## src/rtl/dmem_uart_tx.sv

```systemverilog
// rtl/dmem_uart_tx.sv - memory-mapped UART transmitter with TX FIFO on the dmem bus.
// Optional even parity bit when UART_TX_PARITY_EN is defined (8E1 instead of 8N1).
module dmem_uart_tx #(
  parameter int              XLen      = 32,
  parameter logic [XLen-1:0] BaseAddr  = 32'h1000_0000,
  parameter int              ClkDiv    = 16,
  parameter int              FifoDepth = 8
) (
  input  logic            clk_i,
  input  logic            rst_i,
  input  logic [XLen-1:0] dmem_addr_i,
  input  logic            dmem_we_i,
  input  logic [XLen-1:0] dmem_wdata_i,
  output logic [XLen-1:0] dmem_rdata_o,
  output logic            sel_o,
  output logic            tx_o
);
  localparam int PtrW  = $clog2(FifoDepth);
  localparam int CntW  = PtrW + 1;
  localparam int BaudW = $clog2(ClkDiv);

  typedef enum logic [2:0] {
    S_IDLE, S_START, S_DATA, S_STOP
`ifdef UART_TX_PARITY_EN
    , S_PARITY
`endif
  } state_t;

  state_t          r_state, w_state_next;
  logic [BaudW-1:0] r_baud;
  logic [2:0]       r_bit;
  logic [7:0]       r_shift, w_shift_next;
  logic             r_tx, w_tx_next;
  logic [7:0]       r_mem [FifoDepth];
  logic [PtrW-1:0]  r_wptr, r_rptr;
  logic [CntW-1:0]  r_count;
  logic             r_ovf;
`ifdef UART_TX_PARITY_EN
  logic             r_parity;
`endif

  logic [1:0]      w_offset;
  logic            w_wr_data, w_wr_ctrl, w_empty, w_full, w_tick;
  logic            w_pop, w_push, w_busy;
  logic [XLen-1:0] w_status;
  logic            w_unused;

  assign w_offset  = dmem_addr_i[3:2];
  assign sel_o     = (dmem_addr_i[XLen-1:4] == BaseAddr[XLen-1:4]);
  assign w_wr_data = sel_o && dmem_we_i && (w_offset == 2'd0);
  assign w_wr_ctrl = sel_o && dmem_we_i && (w_offset == 2'd2) && dmem_wdata_i[0];
  assign w_empty   = (r_count == '0);
  assign w_full    = (r_count == CntW'(FifoDepth));
  assign w_tick    = (r_baud == BaudW'(ClkDiv - 1));
  // A store into a full FIFO still lands if the transmitter frees a slot this same cycle.
  assign w_push    = w_wr_data && (!w_full || w_pop);
  assign w_busy    = (r_state != S_IDLE);
  assign w_unused  = &{1'b0, dmem_addr_i[1:0], dmem_wdata_i[XLen-1:8]};

  always_comb begin
    w_status       = '0;
    w_status[0]    = w_full;
    w_status[1]    = w_empty;
    w_status[2]    = w_busy;
    w_status[3]    = r_ovf;
    w_status[15:8] = 8'(r_count);
  end

  assign dmem_rdata_o = (sel_o && (w_offset == 2'd1)) ? w_status : '0;
  assign tx_o         = r_tx;

  // FSM: state register
  always_ff @(posedge clk_i) begin
    if (rst_i) begin
      r_state <= S_IDLE;
      r_baud  <= '0;
      r_bit   <= '0;
      r_shift <= '0;
      r_tx    <= 1'b1;
    end else begin
      r_state <= w_state_next;
      r_shift <= w_shift_next;
      r_tx    <= w_tx_next;
      if (r_state == S_IDLE || w_state_next == S_IDLE || w_tick) r_baud <= '0;
      else                                                      r_baud <= r_baud + BaudW'(1);
      if (r_state == S_DATA && w_tick) r_bit <= r_bit + 3'd1;
    end
  end

  // FSM: next state and pop decision
  always_comb begin
    w_state_next = r_state;
    w_pop        = 1'b0;
    case (r_state)
      S_IDLE: if (!w_empty) begin
        w_pop        = 1'b1;
        w_state_next = S_START;
      end
      S_START: if (w_tick) w_state_next = S_DATA;
`ifdef UART_TX_PARITY_EN
      S_DATA:   if (w_tick && r_bit == 3'd7) w_state_next = S_PARITY;
      S_PARITY: if (w_tick) w_state_next = S_STOP;
`else
      S_DATA:   if (w_tick && r_bit == 3'd7) w_state_next = S_STOP;
`endif
      S_STOP: if (w_tick) begin
        if (!w_empty) begin
          w_pop        = 1'b1;
          w_state_next = S_START;
        end else begin
          w_state_next = S_IDLE;
        end
      end
      default: w_state_next = S_IDLE;
    endcase
  end

  // FSM: outputs, registered one cycle ahead so tx_o follows the state it enters
  always_comb begin
    w_shift_next = r_shift;
    if (w_pop)                           w_shift_next = r_mem[r_rptr];
    else if (r_state == S_DATA && w_tick) w_shift_next = {1'b0, r_shift[7:1]};
    case (w_state_next)
      S_START:  w_tx_next = 1'b0;
      S_DATA:   w_tx_next = w_shift_next[0];
`ifdef UART_TX_PARITY_EN
      S_PARITY: w_tx_next = r_parity;
`endif
      default:  w_tx_next = 1'b1;
    endcase
  end

`ifdef UART_TX_PARITY_EN
  always_ff @(posedge clk_i) begin
    if (rst_i)      r_parity <= 1'b0;
    else if (w_pop) r_parity <= ^r_mem[r_rptr];
  end
`endif

  always_ff @(posedge clk_i) begin
    if (w_push) r_mem[r_wptr] <= dmem_wdata_i[7:0];
  end

  always_ff @(posedge clk_i) begin
    if (rst_i) begin
      r_wptr  <= '0;
      r_rptr  <= '0;
      r_count <= '0;
      r_ovf   <= 1'b0;
    end else begin
      if (w_push) r_wptr <= r_wptr + PtrW'(1);
      if (w_pop)  r_rptr <= r_rptr + PtrW'(1);
      case ({w_push, w_pop})
        2'b10:   r_count <= r_count + CntW'(1);
        2'b01:   r_count <= r_count - CntW'(1);
        default: r_count <= r_count;
      endcase
      // A dropped byte wins over a simultaneous clear.
      if (w_wr_data && !w_push) r_ovf <= 1'b1;
      else if (w_wr_ctrl)       r_ovf <= 1'b0;
    end
  end
endmodule

```

## config.mk

```make
export PLATFORM = sky130hd
export DESIGN_NAME = dmem_uart_tx
export DESIGN_NICKNAME = d
export VERILOG_FILES = /design/src/rtl/dmem_uart_tx.sv
export SDC_FILE = /design/constraint.sdc
export NUM_CORES = 1
export LEC_CHECK = 0
export BUFFER_PORTS_ARGS = -buffer_cell sky130_fd_sc_hd__clkbuf_2
export CELL_PAD_IN_SITES_DETAIL_PLACEMENT = 0
export CELL_PAD_IN_SITES_GLOBAL_PLACEMENT = 1
export CORE_MARGIN = 2
export CORE_UTILIZATION = 41
export DETAILED_ROUTE_END_ITERATION = 8
export PLACE_DENSITY = 0.8
export SLEW_MARGIN = 10
export SYNTH_ARGS = -nofsm -noshare
export SYNTH_HDL_FRONTEND = slang
export SYNTH_SLANG_ARGS = --single-unit
```

## constraint.sdc

```tcl
create_clock -name clk_i -period 7.2 [get_ports clk_i]
set_clock_uncertainty 0.2 [all_clocks]
set_input_delay 1.44 -clock clk_i [delete_from_list [all_inputs] [get_ports clk_i]]
set_output_delay 1.44 -clock clk_i [all_outputs]
set_load 0.005 [all_outputs]
```

=== Word level (Yosys, flattened, before mapping) ===
Memory sizes are Yosys's and may differ from the RTL's. A register that Yosys moved wholly into a read port is not among the register bits.
Index checks and enable logic that the tools add are counted.

* Equality and inequality tests: 13
* Reduce and logical (&&, ||, !) cells: 23
* Mux-type cells: 20
* $add $sub $neg: 6

{| class="wikitable"
|+ Operators with widths
! kind !! number
|-
| 28-bit by 25-bit == test with 1-bit output (second input constant) || 1
|-
| 3-bit 2-to-1 mux || 6
|-
| 8-bit 2-to-1 mux || 2
|-
| 12-bit 2-to-1 mux || 1
|-
| 3-bit case mux with 4 select lines || 1
|-
| 3-bit by 1-bit adder with 3-bit output (second input constant) || 3
|-
| 3-bit by 2-bit == test with 1-bit output (second input constant) || 3
|-
| 1-bit logical AND || 9
|-
| 4-bit by 1-bit adder with 4-bit output (second input constant) || 2
|-
| 4-bit == test (second input constant) || 2
|-
| 4-bit case mux with 2 select lines || 1
|-
| 1-bit 2-to-1 mux || 7
|-
| 3-bit by 1-bit == test with 1-bit output (second input constant) || 2
|-
| 3-bit logical NOT || 2
|-
| 2-bit nonzero test || 3
|-
| 2-bit by 1-bit == test with 1-bit output (second input constant) || 2
|-
| 2-bit == test (second input constant) || 2
|-
| 4-bit logical NOT || 1
|-
| 1-bit case mux with 2 select lines || 2
|-
| 4-bit by 1-bit subtractor with 4-bit output (second input constant) || 1
|-
| 3-bit == test (second input constant) || 1
|-
| 1-bit logical OR || 3
|-
| 3-bit nonzero test || 1
|-
| 1-bit logical NOT || 2
|-
| other kinds (2) || 2
|}

* Memories: 1
* Word-level logic and storage cells: 73
* Input port bits: 67
* Output and inout bits: 34
* Flip-flop bits (word level): 30
* Memory bits (writable): 64

{| class="wikitable"
|+ Memory list
! name !! words !! width !! read ports !! clocked after Yosys merged registers in !! wr ports !! line !! RTL
|-
| r_mem || 8 || 8 || 1 || 1 || 1 || 34 || <nowiki>logic [7:0] r_mem [FifoDepth];</nowiki>
|}

=== Logic depth before layout (Yosys ltp) ===
* Depth after elaboration: 9
* Gate-level depth with buffers: 14

=== Least setup slack after synthesis ===
No wires, ideal clock.

* Kind: input-to-output
* Start point: input port dmem_addr_i[27]
* End point: output port dmem_rdata_o[0]
* Path buffers: 0
* Data arrival time: 2.712 ns
* Stages: 4
* Required time: 5.560 ns
* Path slack: 2.848 ns
* Cells stage by stage: or4b_4 > nor3_1 > and3b_1 > and3_1

* Longest elaborated chain between the ends: 3

{| class="wikitable"
|+ RTL lines
! what !! line !! RTL
|-
| start: declaration || 11 || <nowiki>input logic [XLen-1:0] dmem_addr_i,</nowiki>
|-
| 28-bit by 25-bit == test with 1-bit output || 49 || <nowiki>assign sel_o = (dmem_addr_i[XLen-1:4] == BaseAddr[XLen-1:4]);</nowiki>
|-
| net sel_o || 15 || <nowiki>output logic sel_o,</nowiki>
|-
| 1-bit logical AND || 69 || <nowiki>assign dmem_rdata_o = (sel_o && (w_offset == 2'd1)) ? w_status : '0;</nowiki>
|-
| 12-bit 2-to-1 mux || 69 ||
|-
| end: declaration || 14 || <nowiki>output logic [XLen-1:0] dmem_rdata_o,</nowiki>
|}

The timed path passes the listed nets, and every way through them passes these cells.

=== Worst setup path after layout ===
* Start point: input port dmem_addr_i[6]
* End point: output port dmem_rdata_o[0]

* Longest elaborated chain between the ends: 3

{| class="wikitable"
|+ RTL lines
! what !! line
|-
| 28-bit by 25-bit == test with 1-bit output || 49
|-
| 1-bit logical AND || 69
|-
| 12-bit 2-to-1 mux || 69
|}

Every way passes these cells.

==> key figures <==
Status
  – Status: finished clean

Logic synthesis
  – Yosys warns: 0
  – Synth Area in Simple Gates: 11.8%
  – Complex-gate fraction of the synthesized area: 3.54%
  – Post-synth top area cell: edfxtp_1
  – Post-synthesis mux area share: 13.5%
  – FF+latch count, synth: 97
  – Part of the Yosys area used for sequential elements: 59.9%
  – Syn avg cell area: 14.0 sq um
  – EDFF count, synth: 64
  – Main combinational cell family by area after synthesis: multiplexers
  – Netlist cell types: 48
  – Adder-cell share of the synthesized area: 2.50%
  – Largest cells by area after synthesis: edfxtp_1 45%, dfxtp_1 15%, mux4_2 8.4%
  – Syn Inst Count: 308
  – Post-Synthesis Cell Area: 4310 sq um
  – Post-Synth XOR/XNOR Area: 2.03%
  – Fraction of registers with async set or reset after synthesis: 0%
  – Yosys top cell area share: 44.6%
  – Top_reg_cell synth: edfxtp_1

Finish
  – Final instance area: 4820 sq um
  – Fin nets: 435
  – Register area: 2580 sq um
  – Most common cell after layout, fill and taps aside: edfxtp_1
  – Fin cells: 501
  – Ant. Diodes: 0
  – Leading cell types in the layout, fill and taps excluded: 64 x edfxtp_1, 50 x clkbuf_2, 33 x dfxtp_1
  – Multi-input gate area: 1530 sq um
  – Fillers: 920
  – Syn-to-layout area delta: 11.9%
  – Layout cells sized above 1: 28.8%

Critical path
  – Most common cell on crit path: clkbuf_2
  – Crit path required time: 5560 ps
  – Startpoint Class: primary input
  – Slowest stage cell, crit path: nor3_1
  – Crit-path cells: clkbuf_2 -> nor4_1 -> nand4_1 -> nor3_1 -> and3b_1 -> and3_1 -> clkbuf_2
  – Crit. End Element: primary output
  – CP Max Fanout: 8
  – CP startpoint: dmem_addr_i[6]
  – WP data arrival: 3120 ps
  – Critical path class: in2out
  – Worst R2R Start: r_baud[0]
  – Worst path max stage delay: 390 ps

Drt
  – First-pass DRT Iterations: 4
  – Routed WL: 7.24 mm
  – WL/cell: 14.5 microns
  – Final ANT Viol Nets: 0
  – Via count: 2,441
  – DRC violations left: 0
  – Ratio of routed vias to standard cells: 4.87
  – DRT iter0 DRCs: 86

Global routing
  – First-pass GRT wire length: 11.9 mm
  – Number of global-route vias before repair: 2,384
  – Gr ovfl total: 0
  – Largest net degree at the start of global routing: 29
  – GRT Util Overall: 13.5%
  – Initial antenna violation count: 0

Timing
  – Final period utilization: 66.1%
  – Tmin final: 4760 ps
  – Slew Viols, Final: 0
  – Fin Hold WS: 276 ps
  – Max Fclk: 210 MHz
  – Final Hold Vio Count: 0
  – RSZ-0062 raised after global routing: false
  – Setup TNS: 0 ps
  – Final setup vio count: 0
  – Worst-Margin Slew: 1110 ps
  – Max_slew headroom: 26.1%

Clock tree
  – Clock-pin slew on the worst setup and hold paths: 100 ps
  – CTS Buf Count: 9
  – CTS max path bufs: 2
  – Post-CTS Resized: 0
  – Clk root buf: clkbuf_8
  – Max H-tree Level: 3
  – CTS tree: yes
  – Hold buffer count at CTS: 0
  – CTS sink cnt: 97
  – Post-CTS setup buffers: 0
  – Clock latency on the worst-skew pair: 350 ps

Floorplanning
  – Core footprint: 10,300 sq um
  – Die W: 107 microns
  – I/O Pins: 101
  – Starting Density: 41.9%
  – Die span in y: 107 microns
  – Die footprint: 11,300 sq um
  – Num rows: 37

Placed design
  – Inst Count DP: 485
  – Placed inst area: 4610 sq um
  – Number of port buffers: 50
  – Routability-driven placement congestion ratio: 0.712
  – Placed wire-length estimate: 4.92 mm

Power
  – Register share of total power: 53.6%
  – Sw power: 0.000368 W
  – Power per cell area: 260 nW/um^2
  – Sw Share: 29.3%
  – Total power: 0.00126 W
  – Int Power: 0.000887 W
  – Clock Power Share: 28.3%
  – Worst VDD drop: 0.134 mV
  – Pleak: 1.81 nW
  – Combinational Power Share: 18.2%

Hold path
  – Worst hold path type: reg2reg
  – HP Start: r_baud[0]

Job
  – Max-cap violations: 0
## registers in the layout, indices dropped and copies added (netlist names), named ones only
name	count
r_baud	4
r_mem	64
r_wptr	3
r_shift	8
r_bit	3
r_rptr	3
r_state	3
tx_o	1
r_ovf	1
r_count	4
## layer usage
| layer | share of wire (%) | global-route usage (%) |
|---|---|---|
| met1 | 45 | 18.2 |
| met2 | 51 | 22.9 |
| met3 | 3.3 | 2.45 |
| met4 | 0.70 | 3.06 |
| met5 | 0 | 0 |
## area by class of cell
type	count	area share, %
flip-flops and latches	97	53.6
multi-input cells	190	31.8
well taps	136	3.53
clock inverters	7	1.84
clock buffers	9	2.57
repair buffers	57	6.28
inverters	5	0.389
## worst paths after layout
| kind | depth (start not counted) | slack [ps] | end |
|---|---|---|---|
| worst min register to register | 1 | 280 | r_baud[0] |
| worst max-delay path | 7 | 2440 | dmem_rdata_o[0] |
| worst min-delay path | 1 | 280 | r_baud[0] |
| worst max register to register | 11 | 3960 | r_count[3] |
## metrics by stage
stage               util (%)  setup WS (ps)
finish                  46.9           2440
global route            46.9           2270
CTS                     46.9           2430
detailed placement      44.8           2430
global placement        44.8           2490
floorplan                  -           2850
## Yosys cell counts, drive strengths merged, types with 2 or more instances
cell    count
edfxtp     64
buf        33
dfxtp      33
nor2       32
mux4       16
mux2i      13
nor3       10
nor4       10
a211oi      8
and2        7
clkbuf      7
ha          7
mux2        7
nand2       7
xor2        6
inv         5
nand3       5
a21oi       4
xnor2       4
and3        3
nor3b       3
nor2b       2
nor4b       2
o21ai       2
or4b        2
## power by group through the flow
stage | Clock [W] | Combinational, W | Sequential, W
floorplan | 0 | 0.000214 | 0.000663
global placement | 0 | 0.000224 | 0.000685
detailed placement | 0 | 0.000229 | 0.000687
CTS | 0.000367 | 0.000231 | 0.000674
global route | 0.000390 | 0.000258 | 0.000680
finish | 0.000355 | 0.000228 | 0.000673
## critical path, delay by kind of cell
family | cells | cell delay, ps
buf+inv | 2 | 180
simple gates | 5 | 1480
## logic make-up after synthesis
| logic type | count (synthesis) |
|---|---|
| AO/OA/AOI/OAI | 21 |
| other | 1 |
| buffers and inverters | 45 |
| AND/OR/NAND/NOR | 90 |
| XOR/XNOR | 10 |
| multiplexers | 36 |
| adder cells (fa/ha/maj) | 8 |
| flip-flops | 97 |
Note: power is estimated with default switching activity, not from simulation.
